==> config.mk <==
export PLATFORM = sky130hd
export DESIGN_NAME = sram_access_arbiter
export DESIGN_NICKNAME = d
export VERILOG_FILES = /design/src/rtl/sram_access_arbiter.sv
export SDC_FILE = /design/constraint.sdc
export NUM_CORES = 1
export LEC_CHECK = 0
export ABC_AREA = 1
export CORE_MARGIN = 5
export CORE_UTILIZATION = 45
export CTS_CLUSTER_DIAMETER = 60
export DETAILED_ROUTE_END_ITERATION = 7
export HOLD_SLACK_MARGIN = 0.12
export PLACE_DENSITY = 0.95
export RECOVER_POWER = 100
export SLEW_MARGIN = 20
export SYNTH_ARGS = -nofsm -noshare
export SYNTH_HDL_FRONTEND = slang
export SYNTH_SLANG_ARGS = --single-unit
==> constraint.sdc <==
create_clock -name clk_i -period 4 [get_ports clk_i]
set_clock_uncertainty 0.05 [all_clocks]
set_input_delay 0.8 -clock clk_i [delete_from_list [all_inputs] [get_ports clk_i]]
set_output_delay 0.8 -clock clk_i [all_outputs]
set_load 0.02 [all_outputs]
==> src/rtl/sram_access_arbiter.sv <==
// Shares one asynchronous SRAM port between the CPU MAR/MDR path and the debug loader,
// running a registered SETUP / ACCESS / DONE strobe sequence and returning a one-cycle ack.
module sram_access_arbiter #(
    parameter int ADDR_W   = 20,
    parameter int DATA_W   = 16,
    parameter int WAIT_CYC = 2
) (
    input  logic              clk_i,
    input  logic              rst_ni,
    input  logic              cpu_req_i,
    input  logic              cpu_we_i,
    input  logic [ADDR_W-1:0] cpu_addr_i,
    input  logic [DATA_W-1:0] cpu_wdata_i,
    output logic              cpu_ack_o,
    output logic [DATA_W-1:0] cpu_rdata_o,
    input  logic              dbg_req_i,
    input  logic              dbg_we_i,
    input  logic [ADDR_W-1:0] dbg_addr_i,
    input  logic [DATA_W-1:0] dbg_wdata_i,
    output logic              dbg_ack_o,
    output logic [DATA_W-1:0] dbg_rdata_o,
    output logic [ADDR_W-1:0] mem_addr_o,
    output logic [DATA_W-1:0] mem_dout_o,
    output logic              mem_drive_o,
    input  logic [DATA_W-1:0] mem_din_i,
    output logic              mem_ce_n_o,
    output logic              mem_oe_n_o,
    output logic              mem_we_n_o,
    output logic              mem_ub_n_o,
    output logic              mem_lb_n_o,
    output logic              owner_o
);

    if (WAIT_CYC < 1 || WAIT_CYC > 15) begin : g_bad_wait
        $error("sram_access_arbiter: WAIT_CYC must be within 1..15");
    end

    typedef enum logic [1:0] {IDLE, SETUP, ACCESS, DONE} state_t;

    state_t              state_q, state_d;
    logic [3:0]          cnt_q, cnt_d;
    logic                we_q, we_d;
    logic [ADDR_W-1:0]   addr_q, addr_d;
    logic [DATA_W-1:0]   wdata_q, wdata_d;
    logic                owner_q, owner_d;
    logic [DATA_W-1:0]   cpu_rdata_q, cpu_rdata_d;
    logic [DATA_W-1:0]   dbg_rdata_q, dbg_rdata_d;
    logic                cpu_ack_q, cpu_ack_d;
    logic                dbg_ack_q, dbg_ack_d;
    logic                ce_n_q, ce_n_d;
    logic                oe_n_q, oe_n_d;
    logic                we_n_q, we_n_d;
    logic                drive_q, drive_d;
    logic                grant_dbg;

    // Strobes are decoded from the next state so every SRAM pin comes straight off a flop.
    always_comb begin
        state_d     = state_q;
        cnt_d       = cnt_q;
        we_d        = we_q;
        addr_d      = addr_q;
        wdata_d     = wdata_q;
        owner_d     = owner_q;
        cpu_rdata_d = cpu_rdata_q;
        dbg_rdata_d = dbg_rdata_q;
        grant_dbg   = 1'b0;

        case (state_q)
            IDLE: begin
                if (cpu_req_i || dbg_req_i) begin
                    // On a tie the port that did not own the last access wins.
                    grant_dbg = dbg_req_i && (!cpu_req_i || !owner_q);
                    owner_d   = grant_dbg;
                    we_d      = grant_dbg ? dbg_we_i    : cpu_we_i;
                    addr_d    = grant_dbg ? dbg_addr_i  : cpu_addr_i;
                    wdata_d   = grant_dbg ? dbg_wdata_i : cpu_wdata_i;
                    state_d   = SETUP;
                end
            end
            SETUP: begin
                cnt_d   = 4'(WAIT_CYC - 1);
                state_d = ACCESS;
            end
            ACCESS: begin
                if (cnt_q == 4'd0) begin
                    state_d = DONE;
                    if (!we_q) begin
                        if (owner_q) dbg_rdata_d = mem_din_i;
                        else         cpu_rdata_d = mem_din_i;
                    end
                end else begin
                    cnt_d = cnt_q - 4'd1;
                end
            end
            default: state_d = IDLE;
        endcase

        ce_n_d    = (state_d == IDLE);
        oe_n_d    = !(state_d == ACCESS && !we_d);
        we_n_d    = !(state_d == ACCESS && we_d);
        drive_d   = (state_d != IDLE) && we_d;
        cpu_ack_d = (state_d == DONE) && !owner_d;
        dbg_ack_d = (state_d == DONE) && owner_d;
    end

    always_ff @(posedge clk_i) begin
        if (!rst_ni) begin
            state_q     <= IDLE;
            cnt_q       <= 4'd0;
            we_q        <= 1'b0;
            addr_q      <= '0;
            wdata_q     <= '0;
            owner_q     <= 1'b1;
            cpu_rdata_q <= '0;
            dbg_rdata_q <= '0;
            cpu_ack_q   <= 1'b0;
            dbg_ack_q   <= 1'b0;
            ce_n_q      <= 1'b1;
            oe_n_q      <= 1'b1;
            we_n_q      <= 1'b1;
            drive_q     <= 1'b0;
        end else begin
            state_q     <= state_d;
            cnt_q       <= cnt_d;
            we_q        <= we_d;
            addr_q      <= addr_d;
            wdata_q     <= wdata_d;
            owner_q     <= owner_d;
            cpu_rdata_q <= cpu_rdata_d;
            dbg_rdata_q <= dbg_rdata_d;
            cpu_ack_q   <= cpu_ack_d;
            dbg_ack_q   <= dbg_ack_d;
            ce_n_q      <= ce_n_d;
            oe_n_q      <= oe_n_d;
            we_n_q      <= we_n_d;
            drive_q     <= drive_d;
        end
    end

    // Byte lanes are always enabled together with chip enable.
    assign mem_addr_o  = addr_q;
    assign mem_dout_o  = wdata_q;
    assign mem_drive_o = drive_q;
    assign mem_ce_n_o  = ce_n_q;
    assign mem_oe_n_o  = oe_n_q;
    assign mem_we_n_o  = we_n_q;
    assign mem_ub_n_o  = ce_n_q;
    assign mem_lb_n_o  = ce_n_q;
    assign cpu_ack_o   = cpu_ack_q;
    assign dbg_ack_o   = dbg_ack_q;
    assign cpu_rdata_o = cpu_rdata_q;
    assign dbg_rdata_o = dbg_rdata_q;
    assign owner_o     = owner_q;

endmodule

==> impl_metrics.tcl <==
set metrics [dict create \
    wl_per_cell_um 13.9 \
    ios 171 \
    whs_ns 0.433 \
    hold_viol_final 0 \
    swShare 0.403 \
    ys_ff_latch 82 \
    end_kind "flip-flop" \
    worstMarginPinSlew_ns 1.92 \
    firstDrtPassIters 5 \
    grt_max_degree 41 \
    critPathMaxFanout 38 \
    synth_nets 618 \
    clock-sinks 82 \
    max_freq_ghz 0.329 \
    p_sw_mw 1.27 \
    synth_simple_gate_area_frac 0.328 \
    yosysWarnings 0 \
    tritoncts "yes" \
    p_clk_frac 0.167 \
    htree_num_levels 3 \
    fin_crit_ns 3.04 \
    tns_ns 0 \
    p_int_mw 1.88 \
    finalSetupViolations 0 \
    fill_cells 615 \
    synth_area_um2 3720 \
    port_buffers 170 \
    totalWireLength_um 10800 \
    drt-initial-drc-count 163 \
    drive_gt1_frac 0.0341 \
    synth_top_family_by_area "simple AND/OR/NAND/NOR gates" \
    run_status "finished with violations" \
    n_antenna_cell 0 \
    grt_pass1_vias 3924 \
    seqCellArea_um2 1640 \
    ys_seq_area_frac 0.441 \
    slew_headroom -0.286 \
    antenna_found_initial 0 \
    die_y_um 101 \
    syn-mean-instance-area_um2 7.18 \
    drcViolationCount 0 \
    clock_latency_ns 0.34 \
    cts_buffer_depth 2 \
    vdd_drop_max_uv 292 \
    power_frac_seq 0.370 \
    final_common_cell "nand2_1" \
    finalInstanceArea_um2 5520 \
    dpl_cell_area_um2 5370 \
    place.gp.congestion 0.895 \
    coreArea_um2 8130 \
    ys_types 22 \
    grt_pass1_wl_um 17700 \
    startpoint_type "input port" \
    arrival_ns 3.22 \
    fin_crit_sh 0.759 \
    worstSetupPathType "in2reg" \
    cts_root_buffer "clkbuf_8" \
    synth.area.mux_share 0 \
    core.rowCount 33 \
    drtAntennaViolNets 0 \
    cp.required_ns 4.18 \
    viasPerCell 4.97 \
    detailedPlacementHpwl_um 8100 \
    hp-class "reg2reg" \
    synth_compound_area_frac 0.0807 \
    synth_xor_area_frac 0.00235 \
    multi_input_area_um2 1590 \
    area_growth_pct 48.3 \
    violations "max-capacitance violations, max-slew violations" \
    cts_buffers 9 \
    power_density_nw_per_um2 570 \
    grt_usage 0.213 \
    most-common-layout-cells "125 x nand2_1, 91 x clkdlybuf4s50_1, 82 x dfxtp_1, 80 x nand3_1, 78 x dlygate4sd3_1" \
    synthAdderAreaFrac 0.0202 \
    postCtsSetupBuffers 0 \
    grt_overflow 0 \
    maxCapViolCount 2 \
    final_cells 779 \
    start_util 0.457 \
    cts_resized 0 \
    cts-hold-fix-buffers 0 \
    p_comb_frac 0.463 \
    die_area_um2 10200 \
    finalMaxSlewViolations 66 \
    vias 3874 \
    leakagePower_nw 2.67 \
    num-nets-final 769 \
    synth_cells 518 \
    die_x_um 101 \
    place_inst 763 \
    path_clk_slew_ns 0.08 \
    rsz0062_at_grt "false" \
]
[registers in the layout, summed over array words and instances, names as in the netlist]
signal	flops
mem_dout_o	16
we_q	1
mem_oe_n_o	1
mem_we_n_o	1
dbg_ack_o	1
mem_drive_o	1
mem_ce_n_o	1
cpu_ack_o	1
dbg_rdata_o	16
cpu_rdata_o	16
cnt_q	4
state_q	2
owner_o	1
mem_addr_o	20
[synth_stat cells (all sizes together)]
master,count,area share
nand3,80,0.11
or2,1,0.0017
ha,6,0.020
xor2,1,0.0024
nor2,72,0.077
nand2,125,0.13
dfxtp,82,0.44
buf,34,0.059
clkbuf,1,0.0010
o21ai,1,0.0013
o211ai,36,0.073
inv,67,0.068
and2,1,0.0020
nor3,2,0.0027
a21oi,5,0.0067
nand4,4,0.011
[worst max-delay path, stage by stage]
cell and delay [ns]:
dlygate4sd3_1 0.56, nand2_1 0.07, buf_4 0.34, nand2_1 0.81, nand2_1 0.25, nand3_1 0.14, nand3_1 0.18, nor2_1 0.06
[through the flow]
stage / worst slack [ns] / power [mW] / util
6_report: 0.963 / 3.15 / 0.679
3_3_place_gp: 1.30 / 2.64 / 0.660
2_1_floorplan: 2.39 / 2.11 / -
5_1_grt: 0.692 / 3.35 / 0.679
4_1_cts: 1.55 / 3.24 / 0.681
3_5_place_dp: 1.18 / 2.71 / 0.660
[kinds of logic (layout without fill, tap and decap cells)]
| kind of cell | count (synthesis) | count (layout) |
|---|---|---|
| AO/OA/AOI/OAI | 42 | 42 |
| XOR/XNOR | 1 | 1 |
| AND/OR/NAND/NOR | 285 | 285 |
| adder cells (fa/ha/maj) | 6 | 6 |
| flip-flops | 82 | 82 |
| buffers and inverters | 102 | 258 |
[cell type report]
cell class,count,share of cell area
Inverter,67,0.0456
Timing Repair Buffer,175,0.314
Clock inverter,4,0.00499
Sequential cell,82,0.297
Multi-Input combinational cell,334,0.288
Clock buffer,12,0.0263
Tap cell,105,0.0238
[metal layers]
layer / routed length (um) / track usage / up-vias / part of all wire
met5: 0 / 0 / - / 0
met4: 183 / 0.0818 / 0 / 0.017
met2: 5240 / 0.365 / 187 / 0.49
li1: - / - / 1939 / -
met1: 4230 / 0.249 / 1732 / 0.39
met3: 1150 / 0.0644 / 16 / 0.11
[worst paths after layout]
path                                startpoint        endpoint  slack [ns]  depth (start not counted)
worst max register to register      state_q[0]  dbg_rdata_o[6]        1.09                          7
worst min register to register  dbg_rdata_o[7]  dbg_rdata_o[7]        0.43                          2
worst min-delay path            dbg_rdata_o[7]  dbg_rdata_o[7]        0.43                          2
worst max-delay path                 cpu_req_i     mem_drive_o        0.96                          8
[power by group through the flow]
stage / sequential (mW) / combinational (mW) / clock (mW)
2_1_floorplan: 1.40 / 0.713 / 0
3_3_place_gp: 1.17 / 1.47 / 0
3_5_place_dp: 1.18 / 1.53 / 0
4_1_cts: 1.17 / 1.54 / 0.538
5_1_grt: 1.19 / 1.59 / 0.574
6_report: 1.16 / 1.46 / 0.527
Note: power is estimated with default switching activity, not from simulation.
